===== src/rtl/apb_pkg.sv =====
// Shared APB types and the register-bank address decoder.
package apb_pkg;

    localparam int APB_DW = 32;
    localparam int APB_AW = 32;

    typedef enum logic [1:0] {IDLE, SETUP, WAIT, READY} apb_state_e;

    typedef struct packed {
        logic              err;
        logic [APB_AW-3:0] index;
    } apb_dec_t;

    // offset carries one extra MSB: it is set when paddr was below the base address
    function automatic apb_dec_t apb_decode(input logic [APB_AW:0] offset,
                                            input logic            write,
                                            input int unsigned     nregs);
        apb_dec_t d;
        d.index = offset[APB_AW-1:2];
        d.err   = offset[APB_AW]
                | (offset[1:0] != 2'b00)
                | ({2'b00, d.index} >= nregs)
                | (write & (d.index == '0));
        return d;
    endfunction

endpackage


===== src/rtl/apb_reg_slave_if.sv =====
// APB3 completer-side signal bundle.
interface apb_reg_slave_if;
    import apb_pkg::*;

    logic              psel_i;
    logic              penable_i;
    logic [APB_AW-1:0] paddr_i;
    logic              pwrite_i;
    logic [APB_DW-1:0] pwdata_i;
    logic [APB_DW-1:0] prdata_o;
    logic              pready_o;
    logic              pslverr_o;

    modport master (
        output psel_i, penable_i, paddr_i, pwrite_i, pwdata_i,
        input  prdata_o, pready_o, pslverr_o
    );

    modport slave (
        input  psel_i, penable_i, paddr_i, pwrite_i, pwdata_i,
        output prdata_o, pready_o, pslverr_o
    );

endinterface


===== src/rtl/apb_wait_ctr.sv =====
// Loadable down-counter that flags when it has reached zero.
module apb_wait_ctr #(
    parameter int W = 1
) (
    input  logic         clk,
    input  logic         rst,
    input  logic         load,
    input  logic         dec,
    input  logic [W-1:0] load_val,
    output logic         done
);

    logic [W-1:0] cnt;

    always_ff @(posedge clk or posedge rst) begin
        if (rst) begin
            cnt <= '0;
        end else if (load) begin
            cnt <= load_val;
        end else if (dec && cnt != '0) begin
            cnt <= cnt - 1'b1;
        end
    end

    assign done = (cnt == '0);

endmodule


===== src/rtl/apb_reg_slave.sv =====
// APB3 register-bank completer: read-only ID at index 0, configurable wait states,
// pslverr on misaligned, out-of-range or read-only accesses.
module apb_reg_slave
    import apb_pkg::*;
#(
    parameter int          NUM_REGS    = 8,
    parameter int          WAIT_CYCLES = 1,
    parameter logic [31:0] BASE_ADDR   = 32'h0000_0000,
    parameter logic [31:0] ID_VALUE    = 32'hA5B0_0001
) (
    input logic            pclk,
    input logic            preset,
    apb_reg_slave_if.slave bus
);

    localparam int IDX_W = (NUM_REGS > 1) ? $clog2(NUM_REGS) : 1;
    localparam int CTR_W = (WAIT_CYCLES > 0) ? $clog2(WAIT_CYCLES + 1) : 1;
    localparam logic [CTR_W-1:0] CTR_LOAD = CTR_W'((WAIT_CYCLES > 0) ? WAIT_CYCLES - 1 : 0);

    apb_state_e        state, state_nxt, phase;
    logic [APB_DW-1:0] regs [NUM_REGS];
    logic [APB_AW:0]   offset;
    apb_dec_t          dec;
    logic [IDX_W-1:0]  idx, idx_q;
    logic [APB_DW-1:0] rd_val, rdata_q, wdata_q, rdata_nxt;
    logic              err_q, wr_q, err_nxt, ready_nxt;
    logic              load, dec_en, wr_en, ctr_done, setup_ph, xfer_on;
    logic              unused_idx_hi;

    assign setup_ph      = bus.psel_i & ~bus.penable_i;
    assign xfer_on       = bus.psel_i & bus.penable_i;
    assign offset        = {1'b0, bus.paddr_i} - {1'b0, BASE_ADDR};
    assign dec           = apb_decode(offset, bus.pwrite_i, $unsigned(NUM_REGS));
    assign idx           = dec.index[IDX_W-1:0];
    assign unused_idx_hi = ^dec.index[APB_AW-3:IDX_W];

    always_comb begin
        rd_val = '0;
        if (!dec.err && !bus.pwrite_i) begin
            rd_val = (idx == '0) ? ID_VALUE : regs[idx];
        end
    end

    apb_wait_ctr #(.W(CTR_W)) u_wait_ctr (
        .clk      (pclk),
        .rst      (preset),
        .load     (load),
        .dec      (dec_en),
        .load_val (CTR_LOAD),
        .done     (ctr_done)
    );

    // The setup phase is recognised combinationally so its decode is registered at the
    // edge that opens the access phase; this is what makes zero-wait reads possible.
    always_comb begin
        phase     = state;
        state_nxt = state;
        load      = 1'b0;
        dec_en    = 1'b0;
        wr_en     = 1'b0;
        ready_nxt = 1'b0;
        err_nxt   = 1'b0;
        rdata_nxt = '0;
        if (state == IDLE && setup_ph) begin
            phase = SETUP;
        end
        case (phase)
            IDLE: state_nxt = IDLE;
            SETUP: begin
                load = 1'b1;
                if (WAIT_CYCLES == 0) begin
                    state_nxt = READY;
                    ready_nxt = 1'b1;
                    err_nxt   = dec.err;
                    rdata_nxt = rd_val;
                end else begin
                    state_nxt = WAIT;
                end
            end
            WAIT: begin
                if (!xfer_on) begin
                    state_nxt = IDLE;
                end else if (ctr_done) begin
                    state_nxt = READY;
                    ready_nxt = 1'b1;
                    err_nxt   = err_q;
                    rdata_nxt = rdata_q;
                end else begin
                    dec_en = 1'b1;
                end
            end
            READY: begin
                state_nxt = IDLE;
                wr_en     = xfer_on & wr_q & ~err_q;
            end
            default: state_nxt = IDLE;
        endcase
    end

    always_ff @(posedge pclk or posedge preset) begin
        if (preset) begin
            state         <= IDLE;
            err_q         <= 1'b0;
            wr_q          <= 1'b0;
            idx_q         <= '0;
            wdata_q       <= '0;
            rdata_q       <= '0;
            bus.prdata_o  <= '0;
            bus.pready_o  <= 1'b0;
            bus.pslverr_o <= 1'b0;
        end else begin
            state         <= state_nxt;
            bus.prdata_o  <= rdata_nxt;
            bus.pready_o  <= ready_nxt;
            bus.pslverr_o <= err_nxt;
            if (load) begin
                err_q   <= dec.err;
                wr_q    <= bus.pwrite_i;
                idx_q   <= idx;
                wdata_q <= bus.pwdata_i;
                rdata_q <= rd_val;
            end
        end
    end

    // Index 0 is never written: the decoder flags it as an error for writes
    always_ff @(posedge pclk or posedge preset) begin
        if (preset) begin
            for (int i = 0; i < NUM_REGS; i++) begin
                regs[i] <= '0;
            end
        end else if (wr_en) begin
            regs[idx_q] <= wdata_q;
        end
    end

endmodule


===== src/flat_wrapper.sv =====
// flat-port wrapper written by rule: the top's interface ports become plain ports
module apb_reg_slave_flat import apb_pkg::*;
#(
    parameter int          NUM_REGS    = 8,
    parameter int          WAIT_CYCLES = 1,
    parameter logic [31:0] BASE_ADDR   = 32'h0000_0000,
    parameter logic [31:0] ID_VALUE    = 32'hA5B0_0001
)
  (pclk, preset, bus_psel_i, bus_penable_i, bus_paddr_i, bus_pwrite_i, bus_pwdata_i, bus_prdata_o, bus_pready_o, bus_pslverr_o);
  apb_reg_slave_if bus_i ();
  input logic pclk;
  input logic preset;
  input wire logic [$bits(bus_i.psel_i)-1:0] bus_psel_i;
  input wire logic [$bits(bus_i.penable_i)-1:0] bus_penable_i;
  input wire logic [$bits(bus_i.paddr_i)-1:0] bus_paddr_i;
  input wire logic [$bits(bus_i.pwrite_i)-1:0] bus_pwrite_i;
  input wire logic [$bits(bus_i.pwdata_i)-1:0] bus_pwdata_i;
  output wire logic [$bits(bus_i.prdata_o)-1:0] bus_prdata_o;
  output wire logic [$bits(bus_i.pready_o)-1:0] bus_pready_o;
  output wire logic [$bits(bus_i.pslverr_o)-1:0] bus_pslverr_o;
  assign bus_i.psel_i = bus_psel_i;
  assign bus_i.penable_i = bus_penable_i;
  assign bus_i.paddr_i = bus_paddr_i;
  assign bus_i.pwrite_i = bus_pwrite_i;
  assign bus_i.pwdata_i = bus_pwdata_i;
  assign bus_prdata_o = bus_i.prdata_o;
  assign bus_pready_o = bus_i.pready_o;
  assign bus_pslverr_o = bus_i.pslverr_o;
  apb_reg_slave #(.NUM_REGS(NUM_REGS), .WAIT_CYCLES(WAIT_CYCLES), .BASE_ADDR(BASE_ADDR), .ID_VALUE(ID_VALUE)) u_core (.pclk(pclk), .preset(preset), .bus(bus_i));
endmodule

===== config.mk =====
export PLATFORM = sky130hd
export DESIGN_NAME = apb_reg_slave_flat
export DESIGN_NICKNAME = d
export VERILOG_FILES = /design/src/rtl/apb_pkg.sv /design/src/rtl/apb_reg_slave_if.sv /design/src/rtl/apb_wait_ctr.sv /design/src/rtl/apb_reg_slave.sv /design/src/flat_wrapper.sv
export SDC_FILE = /design/constraint.sdc
export NUM_CORES = 1
export LEC_CHECK = 0
export ABC_AREA = 0
export BUFFER_PORTS_ARGS = -buffer_cell sky130_fd_sc_hd__buf_4
export CAP_MARGIN = 15
export CORE_MARGIN = 1
export CORE_UTILIZATION = 55
export DETAILED_ROUTE_END_ITERATION = 6
export HOLD_SLACK_MARGIN = 0.15
export PLACE_DENSITY = 0.8
export SYNTH_ARGS = -nofsm -noshare
export SYNTH_HDL_FRONTEND = slang
export SYNTH_HIERARCHICAL = 1
export SYNTH_SLANG_ARGS = --single-unit

===== constraint.sdc =====
create_clock -name pclk -period 12.45 [get_ports pclk]
set_input_delay 1.245 -clock pclk [delete_from_list [all_inputs] [get_ports pclk]]
set_output_delay 1.245 -clock pclk [all_outputs]
set_load 0.05 [all_outputs]

Yosys cells after proc, flatten, opt, wreduce, memory -nomap -nowiden:

Cells that the tools add are included.
W data, S select, Z words.

* output and inout bits: 34
* bits of input ports: 69
* word-level logic and storage cells: 79
* bits in registers: 362

* reduce and logical (&&, ||, !) cells: 13
* $add $sub $neg: 1
* muxes and demuxes: 28
* $lt $le $gt $ge: 4
* bitwise logic cells: 11
* equal/unequal tests: 4

Operators with widths (number)
* $bwmux W256: 1
* $mux W32: 8
* $bmux W32 S3: 1
* $demux W32 S3: 1
* $ge A30 B4 Y1 const B: 1
* $logic_not A30 Y1: 1
* $mux W1: 13
* $ge A4 B4 Y1 const B: 2
* $not A3 Y4: 2
* $mux W2: 3
* $pmux W2 S3: 1
* $and A1 B1 Y1: 5
* $eq A2 B2 Y1 const B: 2
* $logic_and A1 B1 Y1: 4
* $logic_not A2 Y1: 2
* $lt A4 B1 Y1 const B: 1
* $reduce_bool A2 Y1: 2
* $logic_not A3 Y1: 1
* $ne A3 B3 Y1 const B: 1
* $eq A2 B1 Y1 const B: 1
* $logic_not A1 Y1: 2
* $not A1 Y1: 2
* $or A1 B1 Y1: 2
* $reduce_or A2 Y1: 1
* $sub A1 B1 Y1 const B: 1

Logic depth before layout (Yosys ltp):

* word-level depth: 9
* gate-level depth with buffers: 7
* depth with buffers taken out: 5

Modules after synthesis:

Netlist, hierarchy kept.

Modules (own cells, without submodules)
* apb_reg_slave: area an instance 14945.6 um2, times used 1, seq. area each 8833.5 um2, cells an instance 1008
* apb_wait_ctr: area an instance 48.8 um2, times used 1, seq. area each 25.0 um2, cells an instance 5

Least setup slack after synthesis:

No wires, ideal clock.

* path type: input-to-reg
* start: input port bus_psel_i
* end: register u_core/regs[212] (netlist name)
* setup time: 0.125 ns
* data arrival time: 2.792 ns
* data required time: 12.325 ns
* setup slack: 9.533 ns
* stages on the path: 6
* path buffers: 2
* cell sequence: nand3_1 or4_1 buf_2 nor3b_4 buf_6 mux2_2

* longest elaborated chain between the ends: 5
* elaborated cells between the ends (all ways): 8
* those cells by class: eq/ne (1); mux (2); bitwise (4); reduce/logical (1)

Ends and longest elaborated chain
* from (decl): line flat_wrapper.sv:13 `input wire logic [$bits(bus_i.psel_i)-1:0] bus_psel_i;`
* $and A1 B1 Y1: line apb_reg_slave.sv:30 `assign setup_ph = bus.psel_i & ~bus.penable_i;`
* $logic_and A1 B1 Y1: line apb_reg_slave.sv:64 `if (state == IDLE && setup_ph) begin`
* $mux W2: line apb_reg_slave.sv:64
* $eq A2 B2 Y1: line apb_reg_slave.sv:67 `case (phase)`
* $mux W1 *: line apb_reg_slave.sv:67
* to (signal, indexed assignment): line apb_reg_slave.sv:133 `regs[idx_q] <= wdata_q;`
* to (decl): line apb_reg_slave.sv:21 `logic [APB_DW-1:0] regs [NUM_REGS];`

Every way passes the cells marked *; elsewhere a longest branch is shown, timed or not.
A chain may end at the register's enable or synchronous reset.

Worst setup path after layout:

* start: input port bus_paddr_i[3]
* end: register u_core.rdata_q[30]

* longest elaborated chain between the ends: 6
* elaborated cells between the ends (all ways): 14
* those cells by class: order compare (1); mux (5); bitwise (4); reduce/logical (4)

Ends and longest elaborated chain
* from (decl): line flat_wrapper.sv:15 `input wire logic [$bits(bus_i.paddr_i)-1:0] bus_paddr_i;`
* $ge A30 B4 Y1, or another cell as far along: line apb_pkg.sv:22 `| ({2'b00, d.index} >= nregs)`
* $or A1 B1 Y1, or another cell as far along: line apb_pkg.sv:22
* $or A1 B1 Y1 / $mux W32 (equally long branches): line apb_pkg.sv:23, apb_reg_slave.sv:40
* $logic_not A1 Y1 / $mux W32 (equally long branches): line apb_reg_slave.sv:39, apb_reg_slave.sv:40
* $logic_and A1 B1 Y1 / $mux W32 (equally long branches): line apb_reg_slave.sv:39, apb_reg_slave.sv:40
* $mux W32 *: line apb_reg_slave.sv:39 `if (!dec.err && !bus.pwrite_i) begin`
* to (signal assigned): line apb_reg_slave.sv:121 `rdata_q <= rd_val;`
* to (decl): line apb_reg_slave.sv:25 `logic [APB_DW-1:0] rd_val, rdata_q, wdata_q, rdata_nxt;`

Every way passes the cells marked *; elsewhere a longest branch is shown, timed or not. The select of a mux whose other input is x is not followed.

==> impl.org <==
** Worst setup path
- Along the worst path, the maximum fanout reaches 65.
- Signal arrival time at the worst endpoint :: 3.88 ns
- Worst setup path start :: bus_paddr_i[3]
- At the worst endpoint, the required time is 12.84 ns.
- The worst setup path is launched from a primary input.
- The worst register-to-register path begins at u_core/state[0].
- Type of the worst setup path :: primary input to register
- Endpoint class of the critical path :: register

** STA
- Tmin final :: roughly 3.5 ns
- Adding up every negative setup slack in the final design gives 0 ns.
- The final hold violation count is 0.
- Setup violations remaining at the end of the flow were counted as 0.
- Slew Limit Fails :: 0
- In the finished design, the share of the clock period the worst path needs comes to 0.280.
- Highest Clock Rate :: 0.287 GHz
- Slew HR :: 0.231
- Largest clock skew in the final design :: 0.0126 ns
- Setup repair after global routing left no endpoint under its margin.
- Actual slew at the worst max-slew pin :: 1.15 ns

** Clock network
- Clock Path Buffers :: 3
- Post-CTS repair changed the size of 0 cells.
- Once the clock tree was built, the setup fixing pass inserted 0 buffers.
- TritonCTS built the clock tree.
- After clock tree synthesis, the clock-pin slew on the worst setup and hold paths is 0.06 ns.
- Insertion delay of the later-clocked pin in the worst-skew pair :: 0.51 ns
- Hold buffer count at CTS :: 0
- Number of buffers created by CTS :: 36
- H-tree lvl count :: 2
- The clock drives 354 sinks.
- The tree is rooted in a sky130_fd_sc_hd__clkbuf_16.

** Pwr
- Across the VDD grid, the largest voltage drop is 0.133 mV.
- For this design the static power due to leakage is 8.64 nW.
- Pwr dens :: 143 nW/µm²

** Synthesis
- Combined area of all synthesized cells :: 15,000 µm²
- The cell count after synthesis came out at between 1k and 1.5k.
- A synthesized cell averages 14.8 µm².
- The synthesized design contains 0 enable-type register cells.
- The netlist uses between 40 and 50 different library cells.
- Xor/xnor cell area share of the yosys netlist :: 0
- Simple-gate share of the synthesized area :: 0.0366
- Synth Register Bits :: 354
- Fraction of the yosys area taken by sequential cells :: 0.591
- For this run, the leading register cell type out of synthesis is sky130_fd_sc_hd__dfrtp_1.
- Counting flops with an async set or reset pin after synthesis yields a share of 1.00.
- After synthesis, the largest family of logic cells by area is multiplexers.
- The complex-gate fraction of the synthesized area was 0.0534.
- Of the total synthesized cell area, the portion taken by full adders, half adders and majority gates is 0.
- Synthesized netlist net count :: between 1k and 1.5k
- During synthesis, Yosys emitted a total of 6 warnings.
- Multiplexer share of the synthesized area :: 0.296

** Floorplanning
- Number of standard-cell rows in the floorplan :: 60
- I/O pin count :: 103
- DIE HEIGHT :: 167 µm
- The total area inside the core boundary comes to 26,900 µm².
- The die is between 150 and 200 µm wide.
- Full die area :: 27,900 µm²
- Starting density of the core :: 0.558

** Run
- Maximum capacitance violations :: 0

** Layout
- Most common cell after layout, fill and taps aside :: sky130_fd_sc_hd__dfrtp_1
- From synthesis to final layout, the design area changed by 14.9%.
- At the end of the flow the core is filled with cells to 0.641.
- The library cells used most frequently in the layout, excluding fill and tap cells, are sky130_fd_sc_hd__dfrtp_1 (354), sky130_fd_sc_hd__mux2_2 (286), sky130_fd_sc_hd__buf_4 (118).
- Of the cells placed in the final design, the portion with a size suffix greater than 1 is 0.426.
- Net total in the final layout :: between 1k and 1.5k
- Finished Layout Cells :: 1,470

** Global routing
- Entering global routing, the biggest net connects ~130 pins.
- The number of global-route vias before repair is 9,452.
- Residual overflow from global routing :: 0
- Initial antenna violation count :: 0
- The first global-routing pass estimated ~52 mm of wire.
- For this run, the total global-route usage over all layers was measured as 0.234.

** Worst hold path
- The startpoint identified for the worst hold timing path is u_core/rdata_q[23].
- Min-Delay Path Class :: register to register

** Drt
- Vias per std cell :: 6.01
- Final wirelength :: between 30 and 40 mm
- Final ANT Viol Nets :: 0
- The detailed router put a total of approximately 14 mm of wire on met1.
- Per-cell routed wire length :: 21.4 µm
- The pre-antenna-repair detailed-routing pass consisted of 4 iterations.
- Number of violations reported at the end of detailed-routing iteration 0 :: 564
- DRC :: 0
- Via count :: 8,842
- The highest layer touched by signal routing is met4.
- In the detailed route, the total length drawn on met3 is 1.78 mm.
- Detailed route wirelength on metal2 :: roughly 15 mm

** Placement
- Routability congestion estimate :: approximately 0.75
- In this run the tool buffered the top-level ports with 102 buffer cells.
- The wire-length estimate of the detail-placed layout is 17.7 mm.
- Cell Count Post-Placement :: 1,403

** Run status
- The run finished with clean final reports.
==> per-layer routing <==
metal	track usage	vias up
met1	0.320	4648
li1	-	3900
met4	0.0616	0
met5	0	-
met3	0.0520	52
met2	0.380	242
==> power by group <==
group          internal [mW]  switching (mW)
Sequential              1.19          0.0803
Combinational         0.0733          0.0789
Clock                  0.622           0.424
Total                   1.89           0.583
==> through the flow <==
step	total power [mW]	instance area (µm²)	worst slack, ns	hold slack [ns]
2_1_floorplan	1.36	15000	1.41	0.440
3_3_place_gp	1.43	16000	8.50	0.452
3_5_place_dp	1.44	16000	8.49	0.459
4_1_cts	2.49	17200	9.01	0.473
5_1_grt	2.56	17200	8.88	0.489
6_report	2.47	17200	8.97	0.476
==> registers in the layout, indices dropped and copies added, names as in the netlist <==
register and flops:
u_core/err_q 1, u_core/regs 248, u_core/idx_q 3, u_core/bus.pslverr_o 1, u_core/bus.pready_o 1, u_core/wdata_q 32, u_core/wr_q 1, u_core/bus.prdata_o 32
u_core/u_wait_ctr/cnt 1, u_core/state 2, u_core/rdata_q 32
==> cell type report <==
type                    instances  area, µm²
inverters                       4       22.5
well taps                     341        427
clock inverters                 5       52.6
fillers                      1998       9640
diodes                          1       2.50
multi-input cells             585       5840
repair buffers                121        936
clock buffers                  59       1100
flip-flops and latches        354       8860
==> critical path: stages <==
cell and delay, ns:
sky130_fd_sc_hd__buf_6 0.49, sky130_fd_sc_hd__buf_4 0.96, sky130_fd_sc_hd__mux4_2 0.60, sky130_fd_sc_hd__mux2_2 0.28
sky130_fd_sc_hd__a22o_1 0.20
==> kinds of logic (layout without fill, tap and decap cells) <==
family / count (synthesis) / count (layout)
mux: 398 / 398
flops: 354 / 354
compound gates: 99 / 99
simple gates: 87 / 87
buf+inv: 74 / 189
other cells: 1 / 2
==> synth_stat cells (2+ instances only) <==
cell                       number  area share
sky130_fd_sc_hd__a22o_1         3      0.0018
sky130_fd_sc_hd__clkbuf_1      33      0.0083
sky130_fd_sc_hd__nor2_1         4      0.0010
sky130_fd_sc_hd__inv_1          3     0.00075
sky130_fd_sc_hd__buf_1         12      0.0030
sky130_fd_sc_hd__o21ai_0        2     0.00067
sky130_fd_sc_hd__nand3_1        2     0.00067
sky130_fd_sc_hd__a32o_1        22       0.015
sky130_fd_sc_hd__nor3b_4        2      0.0025
sky130_fd_sc_hd__dfrtp_1      354        0.59
sky130_fd_sc_hd__mux2_1         5      0.0038
sky130_fd_sc_hd__mux4_2         7       0.011
sky130_fd_sc_hd__nand2_1       14      0.0035
sky130_fd_sc_hd__nor3b_1        6      0.0030
sky130_fd_sc_hd__o221ai_1       4      0.0023
sky130_fd_sc_hd__and2_1        33       0.014
sky130_fd_sc_hd__buf_6          6      0.0045
sky130_fd_sc_hd__nand3b_1       2      0.0010
sky130_fd_sc_hd__o31ai_1        8      0.0040
sky130_fd_sc_hd__a22oi_1       48       0.024
sky130_fd_sc_hd__a21oi_1        3      0.0010
sky130_fd_sc_hd__mux2i_1      100       0.067
sky130_fd_sc_hd__nand4_1        3      0.0013
sky130_fd_sc_hd__nor2b_1        3      0.0013
sky130_fd_sc_hd__nor4_1         7      0.0029
sky130_fd_sc_hd__mux2_2       286        0.21
sky130_fd_sc_hd__buf_2         19      0.0063
sky130_fd_sc_hd__a211oi_1       5      0.0025
sky130_fd_sc_hd__nor3_1         4      0.0013
==> worst paths after layout <==
kind	endpoint	slack (ns)	depth (start not counted)
setup / recovery	u_core/rdata_q[30]	8.97	5
hold / removal	u_core/rdata_q[23]	0.48	2
setup reg to reg	u_core/regs[120]	9.42	5
hold reg to reg	u_core/rdata_q[23]	0.48	2
max in group asynchronous	u_core/bus.prdata_o[0]	10.02	3
min in group asynchronous	u_core/u_wait_ctr/cnt	0.61	2
(Power assumes the default switching activity.)
